[config.mk]
export PLATFORM = sky130hd
export DESIGN_NAME = pred_share_ctrl
export DESIGN_NICKNAME = d
export VERILOG_FILES = /design/src/rtl/pred_pkg.sv /design/src/rtl/rr_arbiter.sv /design/src/rtl/pred_share_ctrl.sv
export SDC_FILE = /design/constraint.sdc
export NUM_CORES = 1
export LEC_CHECK = 0
export CORE_MARGIN = 8
export CORE_UTILIZATION = 40
export DETAILED_ROUTE_END_ITERATION = 7
export REMOVE_ABC_BUFFERS = 1
export SLEW_MARGIN = 15
export SYNTH_ARGS = -nofsm -noshare
export SYNTH_HDL_FRONTEND = slang
export SYNTH_SLANG_ARGS = --single-unit
[constraint.sdc]
create_clock -name clk -period 7 [get_ports clk]
set_input_delay 1.4 -clock clk [delete_from_list [all_inputs] [get_ports clk]]
set_output_delay 1.4 -clock clk [all_outputs]
set_load 0.05 [all_outputs]
[src/rtl/pred_pkg.sv]
// ============================================================================
// Module   : pred_pkg
// Brief    : Shared types, counter constants and saturating update helper
// Revision : 1.0 - initial release
// ============================================================================
`default_nettype none

package pred_pkg;

  typedef logic [1:0] cnt_t;

  localparam cnt_t CNT_STRONG_NT = 2'd0;
  localparam cnt_t CNT_WEAK_NT   = 2'd1;
  localparam cnt_t CNT_WEAK_T    = 2'd2;
  localparam cnt_t CNT_STRONG_T  = 2'd3;

  typedef enum logic [0:0] {
    ST_IDLE = 1'b0,
    ST_WAIT = 1'b1
  } req_state_t;

  // Two-bit counter that clamps at both ends instead of wrapping.
  function automatic cnt_t sat_update(input cnt_t cnt, input logic taken);
    if (taken)
      return (cnt == CNT_STRONG_T) ? cnt : cnt_t'(cnt + 2'd1);
    else
      return (cnt == CNT_STRONG_NT) ? cnt : cnt_t'(cnt - 2'd1);
  endfunction

endpackage

`default_nettype wire

[src/rtl/rr_arbiter.sv]
// ============================================================================
// Module   : rr_arbiter
// Brief    : Combinational round-robin pick starting at ptr, wrapping mod N
// Revision : 1.0 - initial release
// ============================================================================
`default_nettype none

module rr_arbiter #(
  parameter int N  = 4,
  parameter int PW = (N > 1) ? $clog2(N) : 1
) (
  input  logic [N-1:0]  elig,
  input  logic [PW-1:0] ptr,
  output logic [N-1:0]  win,
  output logic [PW-1:0] win_idx,
  output logic          any
);

  logic [PW-1:0] w_cand;

  always_comb begin
    win     = '0;
    win_idx = '0;
    any     = 1'b0;
    w_cand  = '0;
    for (int k = 0; k < N; k++) begin
      w_cand = PW'((int'(ptr) + k) % N);
      if (!any && elig[w_cand]) begin
        any         = 1'b1;
        win[w_cand] = 1'b1;
        win_idx     = w_cand;
      end
    end
  end

endmodule

`default_nettype wire

[src/rtl/pred_share_ctrl.sv]
// ============================================================================
// Module   : pred_share_ctrl
// Brief    : Shared 2-bit counter table, round-robin predict / fixed-priority
//            result arbitration across NREQ requesters
// Revision : 1.0 - initial release
// ============================================================================
`default_nettype none

module pred_share_ctrl
  import pred_pkg::*;
#(
  parameter int   NREQ     = 4,
  parameter int   IDX_W    = 4,
  parameter cnt_t CNT_INIT = CNT_STRONG_T
) (
  input  logic                  clk,
  input  logic                  rst,
  input  logic [NREQ-1:0]       req,
  input  logic [NREQ*IDX_W-1:0] req_idx,
  output logic [NREQ-1:0]       grant,
  output logic                  pred_valid,
  output logic                  prediction,
  input  logic [NREQ-1:0]       res,
  input  logic [NREQ-1:0]       res_taken,
  output logic [NREQ-1:0]       res_ack,
  output logic [NREQ-1:0]       busy
);

  localparam int DEPTH = 1 << IDX_W;
  localparam int PW    = $clog2(NREQ);

  cnt_t             r_cnt   [DEPTH];
  req_state_t       r_state [NREQ];
  logic [IDX_W-1:0] r_idx_q [NREQ];
  logic [PW-1:0]    r_ptr;

  logic [NREQ-1:0]  w_pelig, w_relig, w_pwin, w_rwin;
  logic [PW-1:0]    w_psel, w_rsel;
  logic             w_pany, w_rany;
  logic [IDX_W-1:0] w_pidx, w_rtbl;
  cnt_t             w_pcnt, w_rnew;

  for (genvar i = 0; i < NREQ; i++) begin : g_req
    assign w_pelig[i] = req[i] && (r_state[i] == ST_IDLE);
    assign w_relig[i] = res[i] && (r_state[i] == ST_WAIT);
    assign busy[i]    = (r_state[i] == ST_WAIT);
  end

  rr_arbiter #(.N(NREQ), .PW(PW)) u_rr (
    .elig    (w_pelig),
    .ptr     (r_ptr),
    .win     (w_pwin),
    .win_idx (w_psel),
    .any     (w_pany)
  );

  always_comb begin
    w_rwin = '0;
    w_rsel = '0;
    w_rany = 1'b0;
    for (int i = 0; i < NREQ; i++) begin
      if (!w_rany && w_relig[i]) begin
        w_rany    = 1'b1;
        w_rwin[i] = 1'b1;
        w_rsel    = PW'(i);
      end
    end
  end

  // Both paths read the table as it stood before this edge, giving read-before-write.
  assign w_pidx = req_idx[w_psel*IDX_W +: IDX_W];
  assign w_pcnt = r_cnt[w_pidx];
  assign w_rtbl = r_idx_q[w_rsel];
  assign w_rnew = sat_update(r_cnt[w_rtbl], res_taken[w_rsel]);

  always_ff @(posedge clk) begin
    if (rst) begin
      for (int d = 0; d < DEPTH; d++) r_cnt[d] <= CNT_INIT;
      for (int i = 0; i < NREQ; i++) begin
        r_state[i] <= ST_IDLE;
        r_idx_q[i] <= '0;
      end
      r_ptr      <= '0;
      grant      <= '0;
      res_ack    <= '0;
      pred_valid <= 1'b0;
      prediction <= 1'b0;
    end else begin
      grant      <= w_pwin;
      pred_valid <= w_pany;
      prediction <= w_pany & w_pcnt[1];
      res_ack    <= w_rwin;
      if (w_pany) begin
        r_state[w_psel] <= ST_WAIT;
        r_idx_q[w_psel] <= w_pidx;
        r_ptr           <= (w_psel == PW'(NREQ - 1)) ? '0 : w_psel + 1'b1;
      end
      // Winners are in opposite states, so these never target the same requester.
      if (w_rany) begin
        r_state[w_rsel] <= ST_IDLE;
        r_cnt[w_rtbl]   <= w_rnew;
      end
    end
  end

endmodule

`default_nettype wire

==> results by group, run 1 <==
Timing
  – Pins Over Slew Limit: 0
  – Slew headroom: 39.7%
  – Worst slew pin tran: 0.905 ns
  – Crit path time final: 4.95 ns
  – Setup TNS Final: 0 ns
  – Layout Skew: 0.00762 ns
  – # setup viols final: 0
  – RSZ-0062 raised after global routing: false
  – Period Utilization, post-route: 70.7%
  – Fmax: 202 MHz
  – Final hold vios: 0

Pwr
  – Pwr dens: 474 mW/mm²
  – Peak supply drop: 0.000215 V
  – Leak pwr: 1.49 nW

Setup path
  – Required @ worst endpoint: 7.09 ns
  – RR Startpoint: r_ptr[1]
  – Arrival @ worst endpoint: 5.04 ns
  – Crit Path Class: input port to register
  – Reg2reg end: prediction
  – Worst Setup Start Kind: input port
  – Reg2reg setup slack: 3.12 ns
  – Critical Path Fanout Max: 15
  – FF-to-FF path depth: 11
  – Critical Path End Type: register

Cells and area
  – Final #Nets: 460
  – Final Util: 48.5%
  – ANT cells: 0
  – Area Growth Syn to Fin: 17.9%
  – Share of cells above drive strength 1: 8.35%
  – Post-route insts no fill: 542

Synthesis
  – Avg Synthesized Cell Area: 9.80 µm²
  – Cells after synthesis: 386
  – EDFF count, synth: 48
  – FF+latch count, synth: 64
  – Top-count cell post-synth: nand2_1
  – Synth cell types: 60
  – Share of the synthesized area in the top cell type: 38.1%
  – Register area share after synthesis: 46.6%
  – Synth Cell Area: 0.00378 mm²
  – Ys async rst share: 0%
  – Post-synth top cells: 67 x nand2_1, 48 x edfxtp_1, 42 x nor2_1
  – Most common flop cell mapped by yosys: edfxtp_1
  – Post-synthesis cell type with the largest combined area: edfxtp_1
  – Synth top area cells: edfxtp_1 38%, mux2i_1 9.3%, dfxtp_1 8.5%, nand2_1 6.6%, nor2_1 4.2%
  – YS warnings: 0

Route
  – DRT antenna net count: 0
  – Via density per instance: 5.74
  – Routed len/inst: 18.0 µm
  – First-pass DRT Iterations: 5
  – Initial DRC Count: 172
  – # DRC: 0
  – Total wire length: 9770 µm
  – Routed vias: 3,109

Hold path
  – Hold depth: 2
  – WHS Endpoint: res_ack[3]
  – Hold crit path type: register to register
  – Hold Path Origin: r_state[3]

Global routing
  – Largest net degree at the start of global routing: 23
  – Global-route wire length before repair: 16,500 µm
  – Grt ovf: 0
  – Global Route met3 Usage: 3.73%
  – Vias in the first global route: 3,183
  – Total track usage: 16.2%
  – GR peak layer: met2
  – Initial antenna violation count: 0
  – Routing usage on met1: 20.8%
  – Met2 usage: 25.9%

Clock network
  – CTS Buf Count: 9
  – Post-CTS Setup Bufs: 0
  – Clock sink count: 64
  – H-tree levels: 3
  – Clk Latency, worst-skew pair: 0.34 ns
  – CTS resizes: 0
  – Root Buffer Master: clkbuf_8
  – TritonCTS clock tree: done
  – Hold_buf cts: 0
  – Clock transition at path regs: 0.07 ns
  – Clk buf depth: 2

Place
  – Placer Congestion: 0.838
  – DP Wirelength: 7290 µm
  – Cells after DPL: 526
  – IO buf count: 43

Floorplan
  – Starting Density: 41.1%
  – Core box area: 0.00920 mm²
  – I/O Pins: 44
  – Die height: 113 µm
  – Die width: 113 µm
  – Die Area: 0.0128 mm²
  – Std cell rows: 35

Job
  – Max-cap viol count: 0

Run status
  – Status: complete, no violations
==> sequential cells by signal, indices dropped and copies added, names as in the netlist <==
| signal | cells |
|---|---|
| r_ptr | 2 |
| r_idx_q | 16 |
| pred_valid | 1 |
| prediction | 1 |
| grant | 4 |
| r_state | 4 |
| r_cnt | 32 |
| res_ack | 4 |
==> how the worst max path moves through the flow <==
stage | from | endpoint | cells after the start
after floorplan | res[0] | r_cnt[0][1] | 9
after global placement | res[0] | r_cnt[5][1] | 10
after detailed placement | res[0] | r_cnt[9][1] | 10
after CTS | res[0] | r_cnt[0][1] | 10
after global routing | res[0] | r_cnt[10][1] | 10
final | res[0] | r_cnt[0][1] | 10
==> layer usage <==
| layer | vias up | wire (µm) | share of wire (%) |
|---|---|---|---|
| li1 | 1495 | - | - |
| met5 | - | 0 | 0 |
| met4 | 0 | 125 | 1.3 |
| met3 | 10 | 602 | 6.2 |
| met1 | 1493 | 4450 | 46 |
| met2 | 111 | 4590 | 47 |
==> per-stage QoR <==
stage | hold slack [ns] | cell area (µm²) | worst slack [ns] | power (mW)
final | 0.565 | 4460 | 2.05 | 2.11
after floorplan | 0.578 | 3680 | 2.66 | 1.47
after CTS | 0.558 | 4460 | 2.09 | 2.12
after global routing | 0.602 | 4460 | 1.89 | 2.26
after global placement | 0.550 | 4270 | 1.86 | 1.79
after detailed placement | 0.555 | 4270 | 1.71 | 1.80
==> cells by family (layout without fill, tap and decap cells) <==
logic type / after synthesis / after routing / share of synthesized area [%]
compound gates: 77 / 77 / 15.1
buf+inv: 23 / 68 / 3.44
flops: 64 / 64 / 46.6
simple gates: 177 / 177 / 22.0
fa+ha+maj: 7 / 7 / 2.15
mux: 38 / 38 / 10.7
==> area by class of cell <==
cell class	count	area [µm²]
timing repair buffer	45	445
fill	906	4740
inverter	7	26.3
tap	111	139
clock inverter	6	60.1
sequential	64	1760
multi-input combinational	299	1900
clock buffer	10	128
==> cells in the final DEF (no fill, tap or decap), types with 2 or more instances in the layout <==
cell type and instances:
a311oi_4 2, a211oi_1 2, dfxtp_1 16, inv_1 6, o31ai_1 2, clkdlybuf4s50_1 43, buf_4 2, clkbuf_8 9
ha_1 4, clkinvlp_4 2, maj3_1 2, a222oi_1 4, nand2b_1 7, a21o_1 2, o21ai_0 26, nand2_1 67
mux2i_1 35, and2_1 17, a22oi_1 2, or2_2 2, nor3_1 10, nor2b_1 4, nand3_1 11, clkinv_2 3
edfxtp_1 48, a32oi_1 2, nor2_1 42, a21oi_1 17, nor4_1 9
==> critical path, stage by stage <==
cell and delay, ns:
clkdlybuf4s50_1 0.53, a22o_1 0.38, nor3_1 0.13, a311oi_4 0.80, mux2i_1 0.29, nor4_1 0.07
or4_4 0.58, a211oi_4 0.30, maj3_2 0.45, nand2_1 0.09
==> report_power, final <==
group | total [mW] | switching [mW] | internal, mW
Sequential | 0.558 | 0.0571 | 0.501
Clock | 0.309 | 0.146 | 0.163
Combinational | 1.25 | 0.791 | 0.456
Total | 2.11 | 0.995 | 1.12
(Power assumes the default switching activity.)
==> run 2: changes to the inputs <==
==> constraint.sdc (replaced) <==
create_clock -name clk -period 5.11 [get_ports clk]
set_input_delay 1.022 -clock clk [delete_from_list [all_inputs] [get_ports clk]]
set_output_delay 1.022 -clock clk [all_outputs]
set_load 0.05 [all_outputs]
==> run 2 against run 1 <==
  * Sequential power is 37% higher
  * Clock power rose by 54%
  * Hold slack worse by 0.020 ns
  * Critical path type unchanged
  * Via count up 1.2%
  * Utilization increased by 0.84 points
  * Final cell count increased by 1.3%
  * Clock skew grew 0.0036 ns
==> results by group, run 2 (synthesis results as in run 1) <==
Route
  – Initial DRC Count: 194 (+13%)
  – Routed vias: 3,146 (+1.2%)
  – Routed len/inst: 18.1 µm (+0.42%)
  – # DRC: 0 (unchanged)
  – Via density per instance: 5.73 (-0.10%)
  – Total wire length: 9940 µm (+1.7%)
  – DRT antenna net count: 0 (unchanged)
  – First-pass DRT Iterations: 4 (-1)

Floorplan
  – Starting Density: 41.1% (unchanged)
  – I/O Pins: 44 (unchanged)
  – Die Area: 0.0128 mm² (unchanged)
  – Die height: 113 µm (unchanged)
  – Core box area: 0.00920 mm² (unchanged)
  – Std cell rows: 35 (unchanged)
  – Die width: 113 µm (unchanged)

Setup path
  – Arrival @ worst endpoint: 4.35 ns (-0.69 ns)
  – Required @ worst endpoint: 5.21 ns (-1.88 ns)
  – Critical Path End Type: register
  – Worst Setup Start Kind: input port
  – Crit Path Class: input port to register
  – Critical Path Fanout Max: 14 (-1)

Hold path
  – Hold crit path type: register to register

Clock network
  – Clock transition at path regs: 0.07 ns (about the same)
  – Hold_buf cts: 0 (unchanged)
  – Clk Latency, worst-skew pair: 0.35 ns (about the same)
  – Post-CTS Setup Bufs: 0 (unchanged)
  – TritonCTS clock tree: done
  – Clk buf depth: 2 (unchanged)
  – H-tree levels: 3 (unchanged)
  – CTS resizes: 0 (unchanged)
  – Clock sink count: 64 (unchanged)
  – Root Buffer Master: clkbuf_8
  – CTS Buf Count: 9 (unchanged)

Cells and area
  – Final Util: 49.3% (+0.84 points)
  – Number of flip-flops under the largest register name: 32 (unchanged)
  – Share of cells above drive strength 1: 9.59% (+1.2 points)
  – Largest regs: r_cnt: 32 flops, r_idx_q: 16 flops
  – Most common cell after layout, fill and taps aside: nand2_1
  – Largest Register: r_cnt
  – Final #Nets: 467 (+1.5%)
  – Commonest non-fill, non-tap cells in the layout: 67 x nand2_1, 48 x edfxtp_1, 43 x clkdlybuf4s50_1, 42 x nor2_1, 35 x mux2i_1
  – Area Growth Syn to Fin: 19.9%
  – ANT cells: 0 (unchanged)

Pwr
  – Switch share: 45.9% (-1.2 points)
  – Part of the power in combinational logic: 58.3% (-0.7 points)
  – Register share of total power: 25.7% (-0.7 points)
  – NetSw: 1.37 mW (+38%)
  – Leak pwr: 1.54 nW (+3.1%)
  – Pwr dens: 658 mW/mm² (+39%)
  – Clock power share: 16.0% (+1.4 points)
  – Int Pwr: 1.62 mW (+44%)
  – Peak supply drop: 0.000311 V (+45%)

Global routing
  – Largest net degree at the start of global routing: 23 (unchanged)
  – Vias in the first global route: 3,162 (-0.66%)
  – Initial antenna violation count: 0 (unchanged)
  – Global-route wire length before repair: 16,800 µm (+1.8%)
  – Total track usage: 16.7% (+0.53 points)
  – Grt ovf: 0 (unchanged)

Timing
  – RSZ-0062 raised after global routing: false
  – Period Utilization, post-route: 83.2%
  – Layout Skew: 0.0112 ns (+0.00363 ns)
  – Slew headroom: 40.5% (+0.81 points)
  – Setup TNS Final: 0 ns (unchanged)
  – Final hold vios: 0 (unchanged)
  – Worst slew pin tran: 0.887 ns (-0.0181 ns)
  – Fmax: 235 MHz
  – Pins Over Slew Limit: 0 (unchanged)
  – # setup viols final: 0 (unchanged)
  – Crit path time final: 4.25 ns

Place
  – DP Wirelength: 7560 µm (+3.7%)
  – Placer Congestion: 0.849 (+1.3%)
  – IO buf count: 43 (unchanged)

Job
  – Max-cap viol count: 0 (unchanged)

Run status
  – Status: complete, no violations
[run 2: cell types whose count changed in the layout (fill, tap and decap cells not counted)]
cell        before  now
clkbuf_1         1    2
clkinv_4         0    1
clkinv_2         3    1
bufinv_16        1    2
buf_4            2    9
clkinvlp_4       2    1
[run 2: path summary, 6_finish.rpt]
check | cells past startpoint | start | slack [ns] | to
min | 2 | r_state[3] | 0.54 | res_ack[3]
min reg2reg | 2 | r_state[3] | 0.54 | res_ack[3]
max reg2reg | 11 | r_ptr[0] | 1.15 | prediction
max | 10 | res[0] | 0.86 | r_cnt[13][1]
[run 2: layout make-up]
class,count,area (µm²)
well taps,111,139
inverters,7,26.3
clock inverters,5,81.3
fillers,875,4660
multi-input cells,299,1900
repair buffers,52,498
flip-flops and latches,64,1760
clock buffers,11,131
[run 2: worst max-delay path, cell delays in order]
cell             delay (ns)
clkdlybuf4s50_1        0.52
a22o_1                 0.38
nor3_1                 0.14
a311oi_4               0.57
mux2i_1                0.25
nor4_1                 0.06
or4_4                  0.59
a211oi_4               0.29
maj3_2                 0.43
nand2_1                0.10
[run 2: per-stage QoR]
stage / instances / total power [mW] / hold slack [ns] / setup slack (ns) / instance area, µm²
floorplan: 370 / 2.01 / 0.578 / 1.15 / 3680
global placement: 533 / 2.48 / 0.554 / 0.554 / 4320
detailed placement: 533 / 2.51 / 0.549 / 0.465 / 4320
CTS: 549 / 2.99 / 0.547 / 0.840 / 4540
global route: 549 / 3.21 / 0.611 / 0.523 / 4540
finish: 549 / 2.98 / 0.545 / 0.856 / 4540
[run 2: routing by layer]
layer	routed length [µm]	track usage, %	vias up	share of wire (%)
met5	0	0	-	0
met4	195	6.22	0	2.0
met3	607	5.06	17	6.1
met2	4620	25.8	92	46
met1	4510	21.5	1517	45
li1	-	-	1520	-
[run 2: power groups by stage]
stage / sequential (mW) / clock (mW) / combinational [mW]
after floorplan: 0.873 / 0 / 1.14
after global placement: 0.776 / 0 / 1.71
after detailed placement: 0.775 / 0 / 1.73
after CTS: 0.765 / 0.482 / 1.74
after global routing: 0.783 / 0.504 / 1.92
final: 0.767 / 0.476 / 1.74
